`src/rtl/seg7_scan_decoder_pkg.sv`:
```
// Shared constants for the ALSU multiplexed 7-segment display interface:
// cathode patterns, anode one-hots, digit-kind and scan FSM encodings.
package seg7_scan_decoder_pkg;

  // Cathode patterns {a,b,c,d,e,f,g}, active-high, bit6 = segment a
  localparam logic [6:0] SEG_0    = 7'b1111110;
  localparam logic [6:0] SEG_1    = 7'b0110000;
  localparam logic [6:0] SEG_2    = 7'b1101101;
  localparam logic [6:0] SEG_3    = 7'b1111001;
  localparam logic [6:0] SEG_4    = 7'b0110011;
  localparam logic [6:0] SEG_5    = 7'b1011011;
  localparam logic [6:0] SEG_6    = 7'b1011111;
  localparam logic [6:0] SEG_7    = 7'b1110000;
  localparam logic [6:0] SEG_8    = 7'b1111111;
  localparam logic [6:0] SEG_9    = 7'b1111011;
  localparam logic [6:0] SEG_A    = 7'b1110111;
  localparam logic [6:0] SEG_B    = 7'b0011111;
  localparam logic [6:0] SEG_C    = 7'b1001110;
  localparam logic [6:0] SEG_D    = 7'b0111101;
  localparam logic [6:0] SEG_E    = 7'b1001111;
  localparam logic [6:0] SEG_F    = 7'b1000111;
  localparam logic [6:0] SEG_DASH = 7'b0000001;

  // Anode one-hots, digit0 is the least significant digit
  localparam logic [3:0] AN_DIG0 = 4'b0001;
  localparam logic [3:0] AN_DIG1 = 4'b0010;
  localparam logic [3:0] AN_DIG2 = 4'b0100;
  localparam logic [3:0] AN_DIG3 = 4'b1000;

  typedef enum logic [1:0] {
    KIND_HEX  = 2'd0,
    KIND_DASH = 2'd1,
    KIND_BAD  = 2'd2
  } digit_kind_t;

  typedef enum logic {
    ST_IDLE    = 1'b0,
    ST_COLLECT = 1'b1
  } scan_state_t;

  // True when exactly one bit of the anode vector is set
  function automatic logic is_one_hot4(input logic [3:0] v);
    return (v != 4'd0) && ((v & (v - 4'd1)) == 4'd0);
  endfunction

endpackage

```
`src/rtl/seg7_pattern_decode.sv`:
```
// Combinational cathode pattern classifier: hex digit, dash, or unrecognised.
// Dash and unrecognised patterns report a zero nibble.
module seg7_pattern_decode
  import seg7_scan_decoder_pkg::*;
(
  input  logic [6:0]  cathode,
  output digit_kind_t kind,
  output logic [3:0]  nibble
);

  // Map the segment pattern to its kind and hex value
  always_comb begin
    kind   = KIND_HEX;
    nibble = 4'h0;
    case (cathode)
      SEG_0:    nibble = 4'h0;
      SEG_1:    nibble = 4'h1;
      SEG_2:    nibble = 4'h2;
      SEG_3:    nibble = 4'h3;
      SEG_4:    nibble = 4'h4;
      SEG_5:    nibble = 4'h5;
      SEG_6:    nibble = 4'h6;
      SEG_7:    nibble = 4'h7;
      SEG_8:    nibble = 4'h8;
      SEG_9:    nibble = 4'h9;
      SEG_A:    nibble = 4'hA;
      SEG_B:    nibble = 4'hB;
      SEG_C:    nibble = 4'hC;
      SEG_D:    nibble = 4'hD;
      SEG_E:    nibble = 4'hE;
      SEG_F:    nibble = 4'hF;
      SEG_DASH: kind   = KIND_DASH;
      default:  kind   = KIND_BAD;
    endcase
  end

endmodule

```
`src/rtl/seg7_scan_decoder.sv`:
```
// Receiver for the ALSU multiplexed 7-segment scan: samples anode/cathode,
// commits stable digits, rebuilds 4-digit frames and recovers the 6-bit result.
module seg7_scan_decoder
  import seg7_scan_decoder_pkg::*;
#(
  parameter int STABLE_CYCLES = 1,
  parameter int TIMEOUT       = 64
) (
  input  logic        clk,
  input  logic        rst,
  input  logic [3:0]  anode,
  input  logic [6:0]  cathode,
  output logic        frame_valid,
  output logic [15:0] frame_digits,
  output logic [3:0]  frame_dash,
  output logic [3:0]  frame_bad,
  output logic [5:0]  frame_value,
  output logic        value_ok,
  output logic        err_frame,
  output logic        scan_err,
  output logic        scan_stall
);

  // Counter saturates one past the largest legal STABLE_CYCLES so a long dwell never re-commits
  localparam logic [4:0]  STABLE_LIM = 5'(STABLE_CYCLES);
  localparam logic [4:0]  STABLE_SAT = 5'd16;
  localparam logic [15:0] TO_LIM     = 16'(TIMEOUT);

  logic [3:0]  anode_r;
  logic [6:0]  cathode_r;
  logic [4:0]  stab_cnt_r;
  logic [15:0] to_cnt_r;
  scan_state_t state_r, state_nxt_s;
  logic [1:0]  expect_r, expect_nxt_s;
  logic [1:0]  last_r, last_nxt_s;
  logic [15:0] buf_digits_r;
  logic [3:0]  buf_dash_r, buf_bad_r;
  logic        done_r;

  logic        dwell_done_s, commit_s, bad_anode_s, timeout_s, eff_idle_s;
  logic [1:0]  dig_idx_s;
  digit_kind_t kind_s;
  logic [3:0]  nibble_s;
  logic        is_dash_s, is_bad_s;
  logic        start_s, in_seq_s, out_of_order_s, restart_s;
  logic        store_s, clear_s, done_s, seq_err_s;
  logic        hex0_s, hex1_s, hex2_s, hex3_s;
  logic        value_ok_nxt_s, err_frame_nxt_s;

  seg7_pattern_decode u_decode (
    .cathode (cathode_r),
    .kind    (kind_s),
    .nibble  (nibble_s)
  );

  // Input sampling and dwell-length counting
  always_ff @(posedge clk or negedge rst) begin
    if (!rst) begin
      anode_r    <= 4'd0;
      cathode_r  <= 7'd0;
      stab_cnt_r <= 5'd0;
    end else begin
      anode_r   <= anode;
      cathode_r <= cathode;
      if ({anode, cathode} != {anode_r, cathode_r}) begin
        stab_cnt_r <= 5'd1;
      end else if (stab_cnt_r != STABLE_SAT) begin
        stab_cnt_r <= stab_cnt_r + 5'd1;
      end else begin
        stab_cnt_r <= stab_cnt_r;
      end
    end
  end

  assign dwell_done_s = (stab_cnt_r == STABLE_LIM);
  assign commit_s     = dwell_done_s && is_one_hot4(anode_r);
  assign bad_anode_s  = dwell_done_s && !is_one_hot4(anode_r);
  assign is_dash_s    = (kind_s == KIND_DASH);
  assign is_bad_s     = (kind_s == KIND_BAD);

  // Digit index of the sampled one-hot anode
  always_comb begin
    dig_idx_s = 2'd0;
    case (anode_r)
      AN_DIG0: dig_idx_s = 2'd0;
      AN_DIG1: dig_idx_s = 2'd1;
      AN_DIG2: dig_idx_s = 2'd2;
      AN_DIG3: dig_idx_s = 2'd3;
      default: dig_idx_s = 2'd0;
    endcase
  end

  // Cycles since the last commit, saturating at the stall threshold
  always_ff @(posedge clk or negedge rst) begin
    if (!rst) begin
      to_cnt_r <= 16'd0;
    end else if (commit_s) begin
      to_cnt_r <= 16'd0;
    end else if (!timeout_s) begin
      to_cnt_r <= to_cnt_r + 16'd1;
    end else begin
      to_cnt_r <= to_cnt_r;
    end
  end

  assign timeout_s  = (to_cnt_r == TO_LIM);
  // A timed-out collection behaves as IDLE, so only a digit0 commit can restart it
  assign eff_idle_s = (state_r == ST_IDLE) || timeout_s;

  assign start_s        = commit_s && eff_idle_s && (dig_idx_s == 2'd0);
  assign in_seq_s       = commit_s && !eff_idle_s && (dig_idx_s == expect_r);
  assign out_of_order_s = commit_s && !eff_idle_s && (dig_idx_s != expect_r) && (dig_idx_s != last_r);
  assign restart_s      = out_of_order_s && (dig_idx_s == 2'd0);

  // Scan FSM state register
  always_ff @(posedge clk or negedge rst) begin
    if (!rst) begin
      state_r  <= ST_IDLE;
      expect_r <= 2'd0;
      last_r   <= 2'd0;
    end else begin
      state_r  <= state_nxt_s;
      expect_r <= expect_nxt_s;
      last_r   <= last_nxt_s;
    end
  end

  // Scan FSM next-state: follow digits 0..3 in order, restart on digit0, drop otherwise
  always_comb begin
    state_nxt_s  = state_r;
    expect_nxt_s = expect_r;
    last_nxt_s   = last_r;
    if (start_s || restart_s) begin
      state_nxt_s  = ST_COLLECT;
      expect_nxt_s = 2'd1;
      last_nxt_s   = 2'd0;
    end else if (in_seq_s) begin
      last_nxt_s = expect_r;
      if (expect_r == 2'd3) begin
        state_nxt_s  = ST_IDLE;
        expect_nxt_s = 2'd0;
      end else begin
        state_nxt_s  = ST_COLLECT;
        expect_nxt_s = expect_r + 2'd1;
      end
    end else if (out_of_order_s || eff_idle_s) begin
      state_nxt_s  = ST_IDLE;
      expect_nxt_s = 2'd0;
    end else begin
      state_nxt_s = state_r;
    end
  end

  // Scan FSM outputs: buffer writes, frame completion and ordering errors
  always_comb begin
    store_s   = start_s || restart_s || in_seq_s;
    clear_s   = start_s || restart_s;
    done_s    = in_seq_s && (expect_r == 2'd3);
    seq_err_s = out_of_order_s;
  end

  // Frame assembly buffer; a fresh digit0 discards any partial frame
  always_ff @(posedge clk or negedge rst) begin
    if (!rst) begin
      buf_digits_r <= 16'd0;
      buf_dash_r   <= 4'd0;
      buf_bad_r    <= 4'd0;
      done_r       <= 1'b0;
    end else begin
      done_r <= done_s;
      if (store_s && clear_s) begin
        buf_digits_r <= {12'd0, nibble_s};
        buf_dash_r   <= {3'd0, is_dash_s};
        buf_bad_r    <= {3'd0, is_bad_s};
      end else if (store_s) begin
        buf_digits_r[{dig_idx_s, 2'b00} +: 4] <= nibble_s;
        buf_dash_r[dig_idx_s]                 <= is_dash_s;
        buf_bad_r[dig_idx_s]                  <= is_bad_s;
      end else begin
        buf_digits_r <= buf_digits_r;
      end
    end
  end

  // Derived frame flags computed from the completed buffer
  always_comb begin
    hex0_s = !buf_dash_r[0] && !buf_bad_r[0];
    hex1_s = !buf_dash_r[1] && !buf_bad_r[1];
    hex2_s = !buf_dash_r[2] && !buf_bad_r[2];
    hex3_s = !buf_dash_r[3] && !buf_bad_r[3];
    value_ok_nxt_s  = hex0_s && hex1_s && (buf_digits_r[7:4] <= 4'd3);
    err_frame_nxt_s = hex0_s && (buf_digits_r[3:0] == 4'h4) &&
                      buf_dash_r[1] &&
                      hex2_s && (buf_digits_r[11:8] == 4'h4) &&
                      hex3_s && (buf_digits_r[15:12] == 4'hE);
  end

  // Registered frame outputs, error pulse and sticky stall flag
  always_ff @(posedge clk or negedge rst) begin
    if (!rst) begin
      frame_valid  <= 1'b0;
      frame_digits <= 16'd0;
      frame_dash   <= 4'd0;
      frame_bad    <= 4'd0;
      frame_value  <= 6'd0;
      value_ok     <= 1'b0;
      err_frame    <= 1'b0;
      scan_err     <= 1'b0;
      scan_stall   <= 1'b0;
    end else begin
      frame_valid <= done_r;
      scan_err    <= seq_err_s || bad_anode_s;
      if (done_r) begin
        frame_digits <= buf_digits_r;
        frame_dash   <= buf_dash_r;
        frame_bad    <= buf_bad_r;
        frame_value  <= {buf_digits_r[5:4], buf_digits_r[3:0]};
        value_ok     <= value_ok_nxt_s;
        err_frame    <= err_frame_nxt_s;
        scan_stall   <= 1'b0;
      end else if (timeout_s) begin
        scan_stall <= 1'b1;
      end else begin
        scan_stall <= scan_stall;
      end
    end
  end

endmodule

```
`config.mk`:
```
export PLATFORM = sky130hd
export DESIGN_NAME = seg7_scan_decoder
export DESIGN_NICKNAME = d
export VERILOG_FILES = /design/src/rtl/seg7_scan_decoder_pkg.sv /design/src/rtl/seg7_pattern_decode.sv /design/src/rtl/seg7_scan_decoder.sv
export SDC_FILE = /design/constraint.sdc
export NUM_CORES = 1
export LEC_CHECK = 0
export CAP_MARGIN = 15
export CORE_ASPECT_RATIO = 0.75
export CORE_UTILIZATION = 40
export CTS_CLUSTER_DIAMETER = 100
export DETAILED_ROUTE_END_ITERATION = 7
export GPL_TIMING_DRIVEN = 0
export SYNTH_ARGS = -nofsm -noshare
export SYNTH_HDL_FRONTEND = slang
export SYNTH_SLANG_ARGS = --single-unit
```
`constraint.sdc`:
```
create_clock -name clk -period 4.95 [get_ports clk]
set_input_delay 0.495 -clock clk [delete_from_list [all_inputs] [get_ports clk]]
set_output_delay 0.495 -clock clk [all_outputs]
set_load 0.1 [all_outputs]
```
== After elaboration in Yosys (flattened, before gate mapping) ==
Index checks and enable logic that the tools add are counted.
Operators by class
  $add $sub $neg: 5
  multiply operators: 0
  div/mod/pow operators: 0
  magnitude comparators: 3
  equality and inequality tests: 34
  shifts and indexed selects: 2
  mux-type cells: 30
  bitwise logic cells: 2
  reductions and logical operators: 49
Operators by type and width (count)
  $eq A7 B7 Y1 const B: 12
  $mux W16: 4
  $pmux W4 S15: 1
  $logic_and A1 B1 Y1: 25
  $eq A7 B6 Y1 const B: 3
  $add A16 B1 Y16 const B: 1
  $bwmux W16: 1
  $eq A16 B7 Y1 const B: 1
  $mux W4: 4
  $reduce_or A16 Y1: 1
  $shift A4 B6 Y16 const A: 1
  $shiftx A4 B6 Y16: 1
  $eq A4 B3 Y1 const B: 3
  $mux W2: 6
  $ne A11 B11 Y1: 1
  $logic_not A1 Y1: 10
  $mux W5: 2
  $bwmux W4: 2
  $eq A4 B4 Y1 const B: 2
  $reduce_bool A2 Y1: 4
  $eq A7 B1 Y1 const B: 1
  $eq A7 B5 Y1 const B: 1
  $mux W1: 7
  $neg A4 Y6: 1
  24 further kinds: 30
Word-level totals
  register bits: 97
  latch bits: 0
  bits in writable memories: 0
  memory bits (read-only): 0
  input bits: 13
  output and inout port bits: 35
  word-level logic and storage cells: 145
  memories: 0

== Logic depth before layout (Yosys ltp) ==
Gate-level depths: netlist of the first run.
  word-level depth: 13
  depth in mapped cells: 10
  gate-level depth less buffers: 8

== Hierarchy ==
A second synthesis of the first run with hierarchy kept.
Unflattened totals
  cells, all modules: 436
  area, all modules: 4713.3 um2
By module, submodules not included
  seg7_scan_decoder: instances 1, cells each 377, area each 4342.9 um2
  seg7_pattern_decode: instances 1, cells each 59, area each 370.4 um2

== Worst setup path before layout of the first run ==
No wires, ideal clock.
  path kind: reg2reg
  start: reg anode_r[1]
  end: reg state_r
  setup time: 0.131 ns
  data arrival time: 2.162 ns
  data required time: 4.819 ns
  setup slack: 2.657 ns
  cell stages (with the launch flop): 9
  buffers on the path: 2
  path through: dfrtp_1 buf_2 xnor2_1 or3_1 ha_1 and2_0 and2_4 buf_6 or3_1
On the way
  longest elaborated chain between the ends: 11
RTL lines
  start, declared: line seg7_scan_decoder.sv:29  | logic [3:0] anode_r;
  start signal, assigned: line seg7_scan_decoder.sv:63  | anode_r <= anode;
  $sub A4 B1 Y4: line seg7_scan_decoder_pkg.sv:43  | return (v != 4'd0) && ((v & (v - 4'd1)) == 4'd0);
  $and A4 B4 Y4: line seg7_scan_decoder_pkg.sv:43
  $logic_not A4 Y1: line seg7_scan_decoder_pkg.sv:43
  $logic_and A1 B1 Y1: line seg7_scan_decoder_pkg.sv:43
  $logic_and A1 B1 Y1: line seg7_scan_decoder.sv:76  | assign commit_s = dwell_done_s && is_one_hot4(anode_r);
  $logic_and A1 B1 Y1: line seg7_scan_decoder.sv:111, seg7_scan_decoder.sv:112
  $logic_and A1 B1 Y1 (2 in a row): line seg7_scan_decoder.sv:112  | assign out_of_order_s = commit_s && !eff_idle_s && (dig_idx_s != expect_r) && (dig_idx_s != last_r);
  $logic_and A1 B1 Y1: line seg7_scan_decoder.sv:113  | assign restart_s = out_of_order_s && (dig_idx_s == 2'd0);
  $logic_or A1 B1 Y1: line seg7_scan_decoder.sv:133  | if (start_s || restart_s) begin
  $reduce_bool A3 Y1 (no line) or $mux W1 (tied branches)
  end signal, assigned: line seg7_scan_decoder.sv:122  | state_r <= state_nxt_s;
  end, declared: line seg7_scan_decoder.sv:33  | scan_state_t state_r, state_nxt_s;
Parallel ways exist; a longest one is shown, timed or not.
A chain may end at the register's enable or synchronous reset.

== Final worst setup path of the first run ==
  start: reg to_cnt_r[1]
  end: reg buf_digits_r[5]
On the way
  longest elaborated chain between the ends: 11
RTL lines
  start, declared: line seg7_scan_decoder.sv:32  | logic [15:0] to_cnt_r;
  start signal, assigned: line seg7_scan_decoder.sv:100  | to_cnt_r <= to_cnt_r + 16'd1;
  start signal, assigned: line seg7_scan_decoder.sv:102  | to_cnt_r <= to_cnt_r;
  $eq A16 B7 Y1 (*): line seg7_scan_decoder.sv:106  | assign timeout_s = (to_cnt_r == TO_LIM);
  $logic_or A1 B1 Y1 (*): line seg7_scan_decoder.sv:108  | assign eff_idle_s = (state_r == ST_IDLE) || timeout_s;
  $logic_not A1 Y1: line seg7_scan_decoder.sv:111, seg7_scan_decoder.sv:112
  $logic_and A1 B1 Y1: line seg7_scan_decoder.sv:111, seg7_scan_decoder.sv:112
  $logic_and A1 B1 Y1 (2 in a row): line seg7_scan_decoder.sv:112
  $logic_and A1 B1 Y1: line seg7_scan_decoder.sv:113
  $logic_or A1 B1 Y1: line seg7_scan_decoder.sv:156, seg7_scan_decoder.sv:157
  $logic_or A1 B1 Y1: line seg7_scan_decoder.sv:156  | store_s = start_s || restart_s || in_seq_s;
  $logic_and A1 B1 Y1: line seg7_scan_decoder.sv:171  | if (store_s && clear_s) begin
  $mux W16 or $reduce_bool A2 Y1 (tied branches)
  end signal, assigned: line seg7_scan_decoder.sv:172  | buf_digits_r <= {12'd0, nibble_s};
  end signal, assigned by index: line seg7_scan_decoder.sv:176  | buf_digits_r[{dig_idx_s, 2'b00} +: 4] <= nibble_s;
  end signal, assigned: line seg7_scan_decoder.sv:180  | buf_digits_r <= buf_digits_r;
  end, declared: line seg7_scan_decoder.sv:36  | logic [15:0] buf_digits_r;
Mark *: on every way between the ends. The rest lies on a longest branch, timed or not.

==> impl_metrics.tcl, run 1 <==
set metrics [dict create \
    use_met1_pct 26.5 \
    postCtsSetupRepairBufs 0 \
    nNetsFinal 499 \
    path_max_fanout 10 \
    syn_area_per_cell_um2 11.0 \
    cts-root-buf "clkbuf_16" \
    relSlewSlack_pct 34.7 \
    cts_sinks 91 \
    synth_top_area_share_pct 49.8 \
    drive_gt1_share_pct 14.8 \
    cp_data_arrival_time_ns 2.98 \
    diodes 0 \
    p_leak_uw 0.00248 \
    grt-busiest-layer "met1" \
    ys_warn_count 0 \
    cts_buffers 9 \
    setup_viol 0 \
    hpwl_mm 7.19 \
    tightest_slew_ns 0.977 \
    critical_path_required_ns 5.22 \
    clock_skew_ns 0.00722 \
    grt_pass1_wl_mm 16.6 \
    ys_seq_elements 91 \
    critPathSlowestCell "dfrtp_1" \
    cp-start-kind "flop" \
    path_cells "inv_1, ha_1, nor4bb_1, nand4_1, and2_0, clkbuf_1, nand3_2, buf_6, a2bb2oi_1, a22o_1" \
    ys_seq_area_share_pct 49.8 \
    cts_buffer_depth 2 \
    clk_pin_slew_ns 0.07 \
    ios 48 \
    synthFlopType "dfrtp_1" \
    worstHoldPathType "primary input to asynchronous set/reset pin" \
    drv_slew 0 \
    status "finished with violations" \
    failed_checks "DRC" \
    die_y_um 94.6 \
    critical_path_class "flop to flop" \
    syn-cell-area_um2 4580 \
    antenna_left 0 \
    initial_core_util_pct 41.5 \
    rsz0062_at_grt "false" \
    antenna_found_initial 0 \
    cts_max_level 3 \
    synth_area_leaders "dfrtp_1, mux2_2, xor2_1" \
    layout_setup_ws_ns 2.24 \
    finalWeightedCongestion 0.912 \
    grtUsageMet3_pct 5.04 \
    synthDistinctLibCells 61 \
    drt_wl_total_mm 9.65 \
    place_ws_ns 2.23 \
    ctsResizeCount 0 \
    grt_max_degree 57 \
    fmax_mhz 370 \
    ir_drop_mv 0.223 \
    grt_usage_pct 18.0 \
    vias_per_cell 5.30 \
    grt-ovfl-total 0 \
    grt_pass1_vias 3247 \
    rows 33 \
    drtIter0Drc 187 \
    die_area_um2 11900 \
    drc 2 \
    slowest_delay_ns 0.41 \
    clock_latency_ns 0.34 \
    syn_inst 417 \
    die_x_um 126 \
    wire_per_inst_um 15.6 \
    syn_to_final_growth_pct 21.6 \
    fin_crit_sh_pct 54.7 \
    synthArstFlopShare_pct 100 \
    synth_top_area_cell "dfrtp_1" \
    finalHoldViolations 0 \
    setup_tns_ns 0 \
    first_pass_iters 6 \
    cts_tree "yes" \
    multiInputGateArea_um2 2090 \
    fillers 985 \
    fin_crit_ns 2.71 \
    regArea_um2 2280 \
    synth_enable_flop_cells 0 \
    vias 3288 \
    port-buffer-count 47 \
    postSynthNetCount 440 \
    core_area_um2 11000 \
    endpoint_kind "flop" \
    max-cap-violations 0 \
    postCtsHoldBufs 0 \
    p_per_area_nw_per_um2 345 \
    grt_use_met2_pct 25.7 \
    fin_hold_ws_ns 0.117 \
]
## Yosys cell counts, drive strengths merged, types with 9 or more instances
cell type  number
a21oi          13
buf            14
clkbuf         13
dfrtp          91
ha             10
inv            15
mux2           27
mux2i           9
nand2          22
nand3          17
nor2           40
nor4           10
o21ai          13
or3             9
xnor2          10
xor2           21
## sequential cells by signal, indices dropped and copies added (netlist names), 2 cells and up
register	count
anode_r	4
buf_bad_r	4
buf_dash_r	4
buf_digits_r	16
cathode_r	7
expect_r	2
frame_bad	4
frame_dash	4
frame_digits	16
last_r	2
stab_cnt_r	5
to_cnt_r	16
## final timing paths
check,startpoint,to,slack (ns),cells after the start
max,to_cnt_r[1],buf_digits_r[5],2.24,10
min,rst,to_cnt_r[10],0.12,1
min reg2reg,done_r,frame_valid,0.45,0
min in group clk,done_r,frame_valid,0.45,0
max in group asynchronous,rst,frame_bad[0],4.20,2
max reg2reg,to_cnt_r[1],buf_digits_r[5],2.24,10
## report_power, final
| part | internal (µW) | switching [µW] |
|---|---|---|
| Combinational | 131 | 222 |
| Clock | 454 | 274 |
| Sequential | 791 | 48.5 |
## per-layer routing
layer  wire, µm  share of wire [%]  up-vias
met5          0                  0        -
met4         72               0.75        0
met3        438                4.5        4
met2       3960                 41       79
met1       5190                 54     1596
li1           -                  -     1609
## per-stage QoR
stage / instance area [µm²] / utilization [%] / instances / power (µW)
after detailed placement: 5250 / 47.6 / 605 / 1200
final: 5560 / 50.5 / 620 / 1920
after CTS: 5560 / 50.5 / 620 / 1940
after global placement: 5220 / 47.4 / 604 / 1190
after global routing: 5560 / 50.5 / 620 / 2010
after floorplan: 4580 / - / 417 / 1100
## final cells by class
cell class | count | share of cell area (%)
Buffer | 27 | 2.79
Clock buffer | 11 | 4.36
Clock inverter | 4 | 1.33
Inverter | 15 | 1.01
Multi-Input combinational cell | 284 | 37.5
Sequential cell | 91 | 40.9
Tap cell | 140 | 3.15
Timing Repair Buffer | 48 | 8.91
## cell usage in the layout, fill, tap and decap left out, types with 3 or more instances in the layout
master and n:
dfrtp_1 91, clkdlybuf4s50_1 46, nor2_1 40, mux2_2 27
nand2_1 22, xor2_1 21, nand3_1 16, inv_1 15
clkbuf_1 14, a21oi_1 13, o21ai_0 11, xnor2_1 10
ha_1 10, nor4_1 9, mux2i_1 9, clkbuf_16 9
or3_1 8, a22o_1 8, o2bb2ai_1 8, nor3_1 7
and3_1 7, buf_4 7, nand4_1 6, nor4bb_1 5
buf_6 4, nand3b_1 4, buf_1 3, o32ai_1 3
## critical path: cells and delay by family (launching register included)
| family | cells | cell delay, ns |
|---|---|---|
| and+or+nand+nor | 4 | 1.06 |
| AOI/OAI and AO/OA | 2 | 0.54 |
| buffers and inverters | 3 | 0.49 |
| DFF | 1 | 0.41 |
| adders and majority gates | 1 | 0.14 |
## cell families (layout without fill, tap and decap cells)
family | after synthesis | in the layout | share of synthesized area (%)
and+or+nand+nor | 148 | 148 | 18.3
DFF | 91 | 91 | 49.8
AOI/OAI and AO/OA | 59 | 59 | 10.1
buffers and inverters | 42 | 105 | 4.62
muxes | 36 | 36 | 8.61
xor gates and xnor gates | 31 | 31 | 5.93
adders and majority gates | 10 | 10 | 2.73
Power figures use the tool's default switching activity.
==> inputs of run 2 (changes only) <==
==> constraint.sdc (replaced) <==
create_clock -name clk -period 2.81 [get_ports clk]
set_input_delay 0.281 -clock clk [delete_from_list [all_inputs] [get_ports clk]]
set_output_delay 0.281 -clock clk [all_outputs]
set_load 0.1 [all_outputs]
==> run 2 against run 1 <==
Net effect: the run still ends with DRC left; clock skew increased by 0.0012 ns; register-to-register slack lost 2.0 ns; final area increased by 0.72%; global-route usage barely moved; critical path type unchanged; largest cell class unchanged.
==> impl_metrics.tcl, run 2 (synthesis gave the netlist of run 1 again) <==
set metrics [dict create \
    status "finished with violations" \
    failed_checks "DRC" \
    cts-root-buf "clkbuf_16" \
    timing.rr.start "to_cnt_r[1]" \
    drt_wl_total_mm 9.71 \
    regArea_um2 2280 \
    cp-start-kind "flop" \
    drive_gt1_share_pct 15.5 \
    diodes 0 \
    final_util_pct 50.8 \
    clkPwrFrac_pct 38.0 \
    cts_sinks 91 \
    max-cap-violations 0 \
    worstHoldPathType "primary input to flop" \
    fin_crit_sh_pct 92.6 \
    first_pass_iters 6 \
    ctsResizeCount 0 \
    grt_max_degree 57 \
    fin_hold_ws_ns 0.430 \
    relSlewSlack_pct 34.7 \
    grt_pass1_wl_mm 16.6 \
    wire_per_inst_um 15.5 \
    hold_path_depth 1 \
    reg2reg_depth 10 \
    ios 48 \
    grt_pass1_vias 3250 \
    r2r-end "buf_digits_r[5]" \
    intPower_uw 2430 \
    clk_pin_slew_ns 0.07 \
    drv_slew 0 \
    power_switching_uw 963 \
    antenna_left 0 \
    core_area_um2 11000 \
    top_regs "buf_digits_r: 16 flops, frame_digits: 16 flops, to_cnt_r: 16 flops" \
    die_y_um 94.6 \
    cp_data_arrival_time_ns 2.88 \
    hold_end "cathode_r[3]" \
    finalHoldViolations 0 \
    cts_buffers 9 \
    p_sw_share_pct 28.4 \
    endpoint_kind "flop" \
    critical_path_required_ns 3.08 \
    fillers 979 \
    drtIter0Drc 168 \
    comb_power_share_pct 18.4 \
    cts_max_level 3 \
    fmax_mhz 384 \
    drc 2 \
    multiInputGateArea_um2 2090 \
    die_x_um 126 \
    clock_skew_ns 0.00843 \
    vias_per_cell 5.28 \
    initial_core_util_pct 41.5 \
    antenna_found_initial 0 \
    critical_path_class "flop to flop" \
    p_leak_uw 0.00250 \
    fin_crit_ns 2.60 \
    cts_tree "yes" \
    reg2reg_setup_slack_ns 0.21 \
    nNetsFinal 504 \
    die_area_um2 11900 \
    cts_buffer_depth 2 \
    path_max_fanout 10 \
    final_common_cell "dfrtp_1" \
    vias 3300 \
    port-buffer-count 47 \
    grt-ovfl-total 0 \
    hpwl_mm 7.19 \
    clock_latency_ns 0.34 \
    finalWeightedCongestion 0.912 \
    ir_drop_mv 0.392 \
    tightest_slew_ns 0.977 \
    rows 33 \
    setup_viol 0 \
    final_cell_mix "dfrtp_1, clkdlybuf4s50_1, nor2_1" \
    syn_to_final_growth_pct 22.5 \
    grt_usage_pct 18.0 \
    min_from "cathode[3]" \
    seqPwrFrac_pct 43.7 \
    p_per_area_nw_per_um2 605 \
]
## run 2: power groups by stage
stage	registers [µW]	clock network [µW]	logic (µW)
floorplan	1530	0	396
global placement	1500	0	598
detailed placement	1500	0	618
CTS	1480	1320	622
global route	1490	1370	679
finish	1480	1290	623
## run 2: final cells by class
cell class                      count  area share (%)
Clock buffer                       11            4.33
Timing Repair Buffer               53            9.56
Sequential cell                    91            40.6
Tap cell                          140            3.13
Buffer                             27            2.77
Clock inverter                      4            1.32
Inverter                           15            1.00
Multi-Input combinational cell    284            37.2
## run 2: worst max-delay path, cell delays in order, from the launching register on
cell,delay [ns]
dfrtp_1,0.42
inv_1,0.09
ha_1,0.14
nor4bb_1,0.29
nand4_1,0.25
and2_0,0.23
clkbuf_1,0.24
nand3_2,0.16
buf_6,0.16
a2bb2oi_1,0.35
a22o_1,0.20
## run 2: timing repair
action / in CTS / in global routing
hold endpoints to repair: 35 / 0
hold buffers: 1 / 0
endpoints found under the setup margin: 0 / 16
buffers inserted: 0 / 4
## run 2: metal layers
layer	vias up	global-route usage [%]	share of wire (%)
li1	1620	-	-
met1	1587	26.5	53
met2	89	25.7	41
met3	4	5.04	5.2
met4	0	4.88	0.74
met5	-	0	0
## run 2: worst max-delay path by stage
stage	start	end	slack (ns)
5_1_grt	to_cnt_r[0]	buf_digits_r[13]	-0.02
4_1_cts	to_cnt_r[0]	buf_digits_r[7]	0.07
6_report	to_cnt_r[1]	buf_digits_r[5]	0.21
3_3_place_gp	rst	buf_digits_r[0]	-1.91
3_5_place_dp	to_cnt_r[0]	buf_digits_r[7]	0.09
2_1_floorplan	anode_r[1]	state_r	0.52
## run 2: per-stage QoR
stage | cells | power [µW] | TNS (ns) | instance area (µm²) | setup slack, ns
final | 625 | 3390 | 0 | 5600 | 0.208
after global routing | 625 | 3550 | -0.0306 | 5600 | -0.0158
after CTS | 621 | 3420 | 0 | 5570 | 0.0718
after detailed placement | 605 | 2120 | 0 | 5250 | 0.0949
after global placement | 604 | 2100 | -173.29 | 5220 | -1.91
after floorplan | 417 | 1930 | 0 | 4580 | 0.517
==> inputs of run 3 (changes only) <==
--- a/config.mk
+++ b/config.mk
@@ -10,7 +10,6 @@
 export CORE_UTILIZATION = 40
 export CTS_CLUSTER_DIAMETER = 100
 export DETAILED_ROUTE_END_ITERATION = 7
-export GPL_TIMING_DRIVEN = 0
 export SYNTH_ARGS = -nofsm -noshare
 export SYNTH_HDL_FRONTEND = slang
 export SYNTH_SLANG_ARGS = --single-unit
==> run 3 against run 2 <==
Net effect: the flow still finishes with violations (DRC); critical path type unchanged; die area is the same; sequential power grew 3%; setup slack gained 0.17 ns.
==> impl_metrics.tcl, run 3 (synthesis gave the netlist of run 1 again) <==
set metrics [dict create \
    status "finished with violations" \
    failed_checks "DRC" \
    worstHoldPathType "primary input to flop" \
    comb_power_share_pct 17.0 \
    cts_tree "yes" \
    cp_data_arrival_time_ns 2.65 \
    critical_path_required_ns 3.02 \
    p_sw_share_pct 28.4 \
    hpwl_mm 6.65 \
    multiInputGateArea_um2 2090 \
    fillers 983 \
    cts-root-buf "clkbuf_16" \
    antenna_left 0 \
    grt_pass1_vias 2905 \
    first_pass_iters 6 \
    intPower_uw 2410 \
    reg2reg_setup_slack_ns 0.38 \
    final_cell_mix "dfrtp_1, buf_4, nor2_1" \
    vias_per_cell 5.26 \
    fmax_mhz 411 \
    final_common_cell "dfrtp_1" \
    hold_end "cathode_r[6]" \
    power_switching_uw 953 \
    clk_pin_slew_ns 0.06 \
    crit_family "simple AND/OR/NAND/NOR gates" \
    max-cap-violations 0 \
    critical_path_class "flop to flop" \
    die_area_um2 11900 \
    seqPwrFrac_pct 45.1 \
    p_per_area_nw_per_um2 624 \
    die_x_um 126 \
    clock_latency_ns 0.34 \
    rows 33 \
    finalWeightedCongestion 0.851 \
    clock_skew_ns 0.00576 \
    setup_viol 0 \
    drt_wl_total_mm 9.35 \
    worst_path_most_repeated_cell "or3_1" \
    regArea_um2 2280 \
    fin_hold_ws_ns 0.421 \
    ios 48 \
    die_y_um 94.6 \
    drive_gt1_share_pct 22.3 \
    rsz0062_at_grt "false" \
    endpoint_kind "flop" \
    nNetsFinal 479 \
    port-buffer-count 47 \
    critPathSlowestCell "dfrtp_1" \
    finalHoldViolations 0 \
    ir_drop_mv 0.322 \
    drc 2 \
    diodes 0 \
    placed_cells 582 \
    wire_per_inst_um 15.6 \
    grt-ovfl-total 0 \
    min_from "cathode[6]" \
    r2r-end "state_r" \
    p_leak_uw 0.00250 \
    cp-start-kind "flop" \
    setup_tns_ns 0 \
    top_regs "buf_digits_r: 16 flops, frame_digits: 16 flops, to_cnt_r: 16 flops" \
    fin_crit_ns 2.43 \
    clkPwrFrac_pct 37.9 \
    slowest_delay_ns 0.49 \
    cts_sinks 91 \
    grt_usage_pct 17.2 \
    grt_max_degree 57 \
    reg2reg_depth 6 \
    cp.buffers_inverters 0 \
    timing.rr.start "anode_r[1]" \
    fin_crit_sh_pct 86.6 \
    tightest_slew_ns 0.652 \
    final_cells 601 \
    drv_slew 0 \
    grt_pass1_wl_mm 15.6 \
    cts_max_level 3 \
    initial_core_util_pct 41.5 \
    cts_buffers 9 \
    cts_buffer_depth 2 \
    path_max_fanout 11 \
    antenna_found_initial 0 \
    path_cells "xnor2_1, or3_1, ha_1, and2_0, and2_4, or3_1" \
    drtIter0Drc 239 \
    hold_path_depth 1 \
    core_area_um2 11000 \
    syn_to_final_growth_pct 17.6 \
    vias 3162 \
    relSlewSlack_pct 56.4 \
]
[run 3: changes by cell type in the layout (fill, tap and decap cells not counted)]
cell / before / now
buf_16: 1 / 0
buf_2: 1 / 0
clkinv_4: 0 / 1
clkbuf_8: 1 / 4
buf_4: 11 / 42
buf_12: 0 / 1
nand3_2: 1 / 0
buf_1: 3 / 0
inv_6: 1 / 0
clkbuf_1: 14 / 0
buf_6: 4 / 0
clkdlybuf4s50_1: 46 / 11
bufinv_16: 2 / 1
nand3_4: 0 / 1
[run 3: routing by layer]
| metal | routed length, µm | global-route usage (%) |
|---|---|---|
| met1 | 5080 | 26.7 |
| met2 | 3780 | 22.6 |
| met3 | 385 | 5.04 |
| met4 | 105 | 4.47 |
| met5 | 0 | 0 |
[run 3: metrics by stage]
step	util, %	instance area (µm²)	total power (µW)	setup slack, ns
6_report	48.8	5380	3360	0.377
5_1_grt	48.8	5380	3520	0.133
4_1_cts	48.6	5360	3370	0.212
3_5_place_dp	45.6	5030	2080	0.240
3_3_place_gp	45.6	5030	2070	0.353
2_1_floorplan	-	4580	1930	0.517
[run 3: power by group through the flow]
stage | logic, µW | clock network [µW] | registers (µW)
4_1_cts | 551 | 1300 | 1510
5_1_grt | 628 | 1360 | 1530
6_report | 573 | 1270 | 1520
2_1_floorplan | 396 | 0 | 1530
3_3_place_gp | 534 | 0 | 1540
3_5_place_dp | 545 | 0 | 1540
[run 3: how the worst max path moves through the flow]
stage	from	to	slack, ns	depth (start not counted)
CTS	anode_r[2]	buf_digits_r[9]	0.21	6
detailed placement	anode_r[2]	buf_digits_r[9]	0.24	6
floorplan	anode_r[1]	state_r	0.52	8
finish	anode_r[1]	state_r	0.38	6
global route	anode_r[2]	buf_bad_r[0]	0.13	6
global placement	anode_r[2]	buf_digits_r[10]	0.35	6
[run 3: area by class of cell]
| type | instances | area share (%) |
|---|---|---|
| sequential | 91 | 42.3 |
| clock buffer | 13 | 5.21 |
| multi-input combinational | 284 | 38.9 |
| tap | 140 | 3.25 |
| timing repair buffer | 55 | 8.46 |
| clock inverter | 3 | 0.814 |
| inverter | 15 | 1.05 |
[run 3: timing repair]
item                       CTS  global route
setup endpoints to repair    0             4
setup buffers                0             2
gates resized for setup      0             1
hold endpoints to repair    35             0
hold buffers                 1             0
